==> src/rtl/uart_tx_fifo_bridge_pkg.sv <==
// Shared definitions for the UART TX FIFO bridge: drain FSM encoding and default sizing.
package uart_tx_fifo_bridge_pkg;

  typedef enum logic [1:0] {
    IDLE      = 2'd0,
    LAUNCH    = 2'd1,
    WAIT_ACK  = 2'd2,
    WAIT_DONE = 2'd3
  } tx_state_t;

  localparam int DEFAULT_DEPTH        = 16;
  localparam int DEFAULT_BUSY_TIMEOUT = 7;

endpackage

==> src/rtl/uart_tx_fifo_bridge_if.sv <==
// Start/data/busy handshake between the bridge (master) and the UART transmitter (slave).
interface uart_tx_fifo_bridge_if;

  logic       uart_tx_start;
  logic [7:0] uart_tx_data;
  logic       uart_tx_busy;

  modport master (
    output uart_tx_start,
    output uart_tx_data,
    input  uart_tx_busy
  );

  modport slave (
    input  uart_tx_start,
    input  uart_tx_data,
    output uart_tx_busy
  );

endinterface

==> src/rtl/uart_tx_fifo_bridge_sync_fifo.sv <==
// Circular byte buffer with registered level, full/empty flags and sticky overflow.
module sync_fifo
  import uart_tx_fifo_bridge_pkg::*;
#(
  parameter int DEPTH = DEFAULT_DEPTH,
  parameter int PTR_W = $clog2(DEPTH),
  parameter int WIDTH = 8
) (
  input  logic             clk,
  input  logic             reset,
  input  logic             wr_en,
  input  logic [WIDTH-1:0] wr_data,
  input  logic             rd_en,
  input  logic             flush,
  output logic [WIDTH-1:0] rd_data,
  output logic             full,
  output logic             empty,
  output logic [PTR_W:0]   level,
  output logic             overflow
);

  logic [WIDTH-1:0] mem [DEPTH];
  logic [PTR_W-1:0] wr_ptr;
  logic [PTR_W-1:0] rd_ptr;
  logic             push;
  logic             pop;

  // Flush takes priority over both ports, so a write in the flush cycle is silently discarded.
  assign push    = wr_en && !full && !flush;
  assign pop     = rd_en && !empty && !flush;
  assign full    = (level == (PTR_W+1)'(DEPTH));
  assign empty   = (level == '0);
  assign rd_data = mem[rd_ptr];

  always_ff @(posedge clk) begin
    if (push) mem[wr_ptr] <= wr_data;
  end

  always_ff @(posedge clk or posedge reset) begin
    if (reset) begin
      wr_ptr   <= '0;
      rd_ptr   <= '0;
      level    <= '0;
      overflow <= 1'b0;
    end else if (flush) begin
      wr_ptr   <= '0;
      rd_ptr   <= '0;
      level    <= '0;
      overflow <= 1'b0;
    end else begin
      if (push) wr_ptr <= wr_ptr + 1'b1;
      if (pop)  rd_ptr <= rd_ptr + 1'b1;
      level <= level + (PTR_W+1)'(push) - (PTR_W+1)'(pop);
      if (wr_en && full) overflow <= 1'b1;
    end
  end

endmodule

==> src/rtl/uart_tx_fifo_bridge.sv <==
// Buffers CPU MMIO byte writes and drains them one at a time into the UART transmitter.
module uart_tx_fifo_bridge
  import uart_tx_fifo_bridge_pkg::*;
#(
  parameter int DEPTH        = DEFAULT_DEPTH,
  parameter int PTR_W        = $clog2(DEPTH),
  parameter int BUSY_TIMEOUT = DEFAULT_BUSY_TIMEOUT
) (
  input  logic                  clk,
  input  logic                  reset,
  input  logic                  wr_valid,
  input  logic [7:0]            wr_data,
  input  logic                  flush,
  output logic                  full,
  output logic                  empty,
  output logic [PTR_W:0]        level,
  output logic                  overflow,
  output logic                  timeout_err,
  uart_tx_fifo_bridge_if.master tx
);

  localparam logic [2:0] TIMEOUT_LAST = 3'(BUSY_TIMEOUT - 1);

  tx_state_t  state;
  logic [2:0] ack_cnt;
  logic [7:0] head;
  logic       pop;

  sync_fifo #(
    .DEPTH (DEPTH),
    .PTR_W (PTR_W),
    .WIDTH (8)
  ) u_fifo (
    .clk      (clk),
    .reset    (reset),
    .wr_en    (wr_valid),
    .wr_data  (wr_data),
    .rd_en    (pop),
    .flush    (flush),
    .rd_data  (head),
    .full     (full),
    .empty    (empty),
    .level    (level),
    .overflow (overflow)
  );

  // No launch in a flush cycle: the FIFO ignores the pop, so the head byte must not be sent.
  assign pop = (state == IDLE) && !empty && !tx.uart_tx_busy && !flush;

  always_ff @(posedge clk or posedge reset) begin
    if (reset) begin
      state            <= IDLE;
      ack_cnt          <= '0;
      timeout_err      <= 1'b0;
      tx.uart_tx_start <= 1'b0;
      tx.uart_tx_data  <= '0;
    end else begin
      tx.uart_tx_start <= 1'b0;
      case (state)
        IDLE: begin
          if (pop) begin
            tx.uart_tx_data  <= head;
            tx.uart_tx_start <= 1'b1;
            state            <= LAUNCH;
          end
        end
        LAUNCH: begin
          ack_cnt <= '0;
          state   <= WAIT_ACK;
        end
        WAIT_ACK: begin
          if (tx.uart_tx_busy) begin
            state <= WAIT_DONE;
          end else if (ack_cnt == TIMEOUT_LAST) begin
            timeout_err <= 1'b1;
            state       <= IDLE;
          end else begin
            ack_cnt <= ack_cnt + 1'b1;
          end
        end
        WAIT_DONE: begin
          if (!tx.uart_tx_busy) state <= IDLE;
        end
      endcase
    end
  end

endmodule

==> src/flat_wrapper.sv <==
// flat-port wrapper written by rule: the top's interface ports become plain ports
module uart_tx_fifo_bridge_flat import uart_tx_fifo_bridge_pkg::*;
#(
  parameter int DEPTH        = DEFAULT_DEPTH,
  parameter int PTR_W        = $clog2(DEPTH),
  parameter int BUSY_TIMEOUT = DEFAULT_BUSY_TIMEOUT
)
  (clk, reset, wr_valid, wr_data, flush, full, empty, level, overflow, timeout_err, tx_uart_tx_start, tx_uart_tx_data, tx_uart_tx_busy);
  uart_tx_fifo_bridge_if tx_i ();
  input  logic clk;
  input  logic reset;
  input  logic wr_valid;
  input  logic [7:0] wr_data;
  input  logic flush;
  output logic full;
  output logic empty;
  output logic [PTR_W:0] level;
  output logic overflow;
  output logic timeout_err;
  output wire logic [$bits(tx_i.uart_tx_start)-1:0] tx_uart_tx_start;
  output wire logic [$bits(tx_i.uart_tx_data)-1:0] tx_uart_tx_data;
  input wire logic [$bits(tx_i.uart_tx_busy)-1:0] tx_uart_tx_busy;
  assign tx_uart_tx_start = tx_i.uart_tx_start;
  assign tx_uart_tx_data = tx_i.uart_tx_data;
  assign tx_i.uart_tx_busy = tx_uart_tx_busy;
  uart_tx_fifo_bridge #(.DEPTH(DEPTH), .PTR_W(PTR_W), .BUSY_TIMEOUT(BUSY_TIMEOUT)) u_core (.clk(clk), .reset(reset), .wr_valid(wr_valid), .wr_data(wr_data), .flush(flush), .full(full), .empty(empty), .level(level), .overflow(overflow), .timeout_err(timeout_err), .tx(tx_i));
endmodule
==> config.mk <==
export PLATFORM = sky130hd
export DESIGN_NAME = uart_tx_fifo_bridge_flat
export DESIGN_NICKNAME = d
export VERILOG_FILES = /design/src/rtl/uart_tx_fifo_bridge_pkg.sv /design/src/rtl/uart_tx_fifo_bridge_if.sv /design/src/rtl/uart_tx_fifo_bridge_sync_fifo.sv /design/src/rtl/uart_tx_fifo_bridge.sv /design/src/flat_wrapper.sv
export SDC_FILE = /design/constraint.sdc
export NUM_CORES = 1
export LEC_CHECK = 0
export CORE_MARGIN = 2
export CORE_UTILIZATION = 35
export DETAILED_ROUTE_END_ITERATION = 10
export PLACE_DENSITY = 0.61
export SYNTH_ARGS = -nofsm -noshare
export SYNTH_HDL_FRONTEND = slang
export SYNTH_SLANG_ARGS = --single-unit
==> constraint.sdc <==
create_clock -name clk -period 4 [get_ports clk]
set_clock_uncertainty 0.05 [all_clocks]
set_input_delay 1 -clock clk [delete_from_list [all_inputs] [get_ports clk]]
set_output_delay 1 -clock clk [all_outputs]
set_load 0.03 [all_outputs]
==> results.md <==
- Status: finished, final reports clean
- RSZ-0062 raised after global routing: no
- Post-CTS setup buffers: 0
- Cell Count Post-Placement: 633
- CTS tree: done
- Synth Warn #: 0
- Skew-Pair Late Insertion Delay: between 400 and 500 ps
- # rows: roughly 50
- Critical Path RT: 4280 ps
- Number of global-route vias before repair: approximately 3,500
- Synthesized Nets: roughly 400
- Sequential cell area: 0.00457 mm^2
- PostCTS Resize Cnt: 0
- Initial antenna violation count: 0
- Setup TNS: 0 ps
- Final setup violating endpoints: 0
- N_diodes: 0
- H-tree levels: 4
- Routability Congestion: 0.734
- FFs w/ async S/R, synth: ~18%
- CTS Hold Bufs: 0
- PortBufs: 30
- Root Buffer Master: clkbuf_16
- Post-DP HPWL: 8000 um
- Die area: 0.0196 mm^2
- CTS Buffer Depth: 2
- Synth-to-Final Area Change: 18.7%
- Post-DP Area: between 0.007 and 0.008 mm^2
- GRT Total Usage: between 10% and 20%
- Slew @ Worst Pin: a little under 1000 ps
- DRC: 0
- Clock-pin slew on the worst setup and hold paths: around 70 ps
- Routed vias/inst: between 4 and 5
- Max cap viols: 0
- Critical Path Source Type: input pin
- Total number of vias: about 3,300
- Leak Pwr: ~2.6 nW
- Die height: ~140 um
- Initial Util: between 30% and 40%
- Delay-heaviest family, CP: simple AND/OR/NAND/NOR gates
- Fill cells: 1,601
- Total Nets Final: 450
- Antenna Violating Nets Remaining: 0
- Share of cells above drive strength 1: 22.0%
- CP Buf/Inv Count: 4
- Global-route wire length before repair: 19,600 um
- Worst Min Path Start: u_core.tx.uart_tx_data[0]
- Netlist Area Pre-Place: 0.00647 mm^2
- CTS Buf Count: 17
- Synth unique cells: 40
- Worst Path Max Fanout: 3
- CP cell instances: clkdlybuf4s50_1 > or4_4 > or2_1 > inv_1 > ha_1 > inv_1 > ha_1 > inv_1 > fa_1 > nor2b_1 > o21bai_1 > nand3_1 > nor3b_1
- PwrDens: 555 mW/mm^2
- Multi-input gate area: ~0.0017 mm^2
- CP Class: input pin to register
- Die Span X: about 140 um
- Worst VDD drop: between 0.0004 and 0.0005 V
- Mapped Cells: ~370
- Worst setup path start: tx_uart_tx_busy
- Commonest cells after routing, fill and taps aside: edfxtp_1, mux4_2, clkdlybuf4s50_1
- Initial DRC count: approximately 160
- Worst path most repeated cell: inv_1
- Global route overflow: 0
- Routed wire per std cell: 18.8 um
- Largest net degree at the start of global routing: 30
- Mean Syn Cell Area: 17.6 um^2
- CTS sink count: about 160
- Final hold vios: 0
- Commonest non-fill, non-tap cell in the layout: edfxtp_1
- Core ar.: about 0.018 mm^2
- Non-filler cells, final: around 670
- EDFF count, synth: 128
- Fmax: 302 MHz
- Post-layout min period: about 3300 ps
- Tot Pwr: 4.27 mW
- I/O Pins: 31
- Tcrit/Tclk final: 82.9%
- Critical path arrival: roughly 3600 ps
- Critical path's largest stage delay: roughly 500 ps
- Max-slew violations: 0
- RR Startpoint: u_core.state[0]
- Sequential fraction of the synthesis area: 70.6%
- Post-Route WL: around 13,000 um
- Hold Path Class: register to register
- Post-synth top flop: edfxtp_1
- Slew headroom: about a third
- Drt pass-1 iters: 4
- Critical Path End Type: register
- Slowest cell on the critical path: or4_4
- Flops & latches, synth: roughly 160
- Final instance area: just under 0.008 mm^2
## registers in the layout, indices dropped and copies added (netlist names)
| signal | cells |
|---|---|
| u_core.state | 2 |
| u_core.u_fifo.overflow | 1 |
| u_core.u_fifo.rd_ptr | 4 |
| u_core.tx.uart_tx_start | 1 |
| u_core.u_fifo.mem | 128 |
| u_core.u_fifo.level | 5 |
| u_core.tx.uart_tx_data | 8 |
| u_core.ack_cnt | 3 |
| u_core.timeout_err | 1 |
| u_core.u_fifo.wr_ptr | 4 |
## logic make-up after synthesis
group,after synthesis,share of synthesized area [%]
flops,157,70.6
simple gates,72,5.32
mux,53,14.6
buf+inv,34,2.67
compound gates,31,3.07
fa+ha+maj,14,2.82
xor+xnor,7,0.947
## metrics by stage
stage               hold WS, ps  setup slack, ps  utilization [%]
finish                      432              685             42.6
global route                457              480             42.6
CTS                         437              692             42.6
detailed placement          421              271             39.6
global placement            404              326             39.6
floorplan                   477              512                -
## per-layer routing
metal,up-vias,GRT usage (%),wire length [um]
met5,-,0,0
met4,0,5.42,220
met3,15,3.11,506
met2,69,22.9,6400
met1,1679,16.8,5380
li1,1524,-,-
## synthesized netlist by cell type, types with 2 or more instances
cell type  number  area share (%)
edfxtp_1      128              59
mux4_2         32              11
dfrtp_1        29              11
nor2_1         24             1.4
nand2_1        19             1.1
inv_1          15            0.87
mux2i_1        14             2.2
ha_1           13             2.5
a21oi_1        10            0.77
buf_2           8            0.62
nor3_1          7            0.54
mux2_2          6             1.0
nand3_1         5            0.39
nor2b_1         5            0.48
o21ai_0         5            0.39
a22o_1          4            0.54
buf_4           4            0.46
clkbuf_1        4            0.23
xnor2_1         4            0.54
a21o_1          3            0.35
nand2b_1        3            0.29
nor3b_1         3            0.35
xor2_1          3            0.41
a211o_1         2            0.27
buf_6           2            0.35
o21ai_1         2            0.15
## cell type report
class / count / share of cell area [%]
Multi-Input combinational cell: 177 / 22.6
Sequential cell: 157 / 59.5
Timing Repair Buffer: 54 / 6.25
Clock buffer: 18 / 5.59
Tap cell: 229 / 3.73
Inverter: 16 / 0.847
Clock inverter: 14 / 1.50
## worst reg2reg max path, delay by kind of cell (launching register included)
family,cells,cell delay (ps)
simple gates,5,1270
compound gates,1,100
buf+inv,3,160
flops,1,500
fa+ha+maj,3,740
## report_power, final
group | total [mW] | internal, mW | switching, mW
clock network | 1.47 | 0.804 | 0.662
registers | 2.01 | 1.88 | 0.131
logic | 0.791 | 0.378 | 0.413
## worst paths after layout
check | to | cells past startpoint | slack [ps]
worst min register to register | u_core.tx.uart_tx_data[0] | 2 | 430
worst max register to register | u_core.u_fifo.level[4] | 12 | 1100
worst max-delay path | u_core.u_fifo.level[4] | 13 | 690
worst min-delay path | u_core.tx.uart_tx_data[0] | 2 | 430
max in group asynchronous | u_core.u_fifo.rd_ptr[0] | 3 | 2660
min in group asynchronous | u_core.timeout_err | 3 | 930
Power figures use the tool's default switching activity.
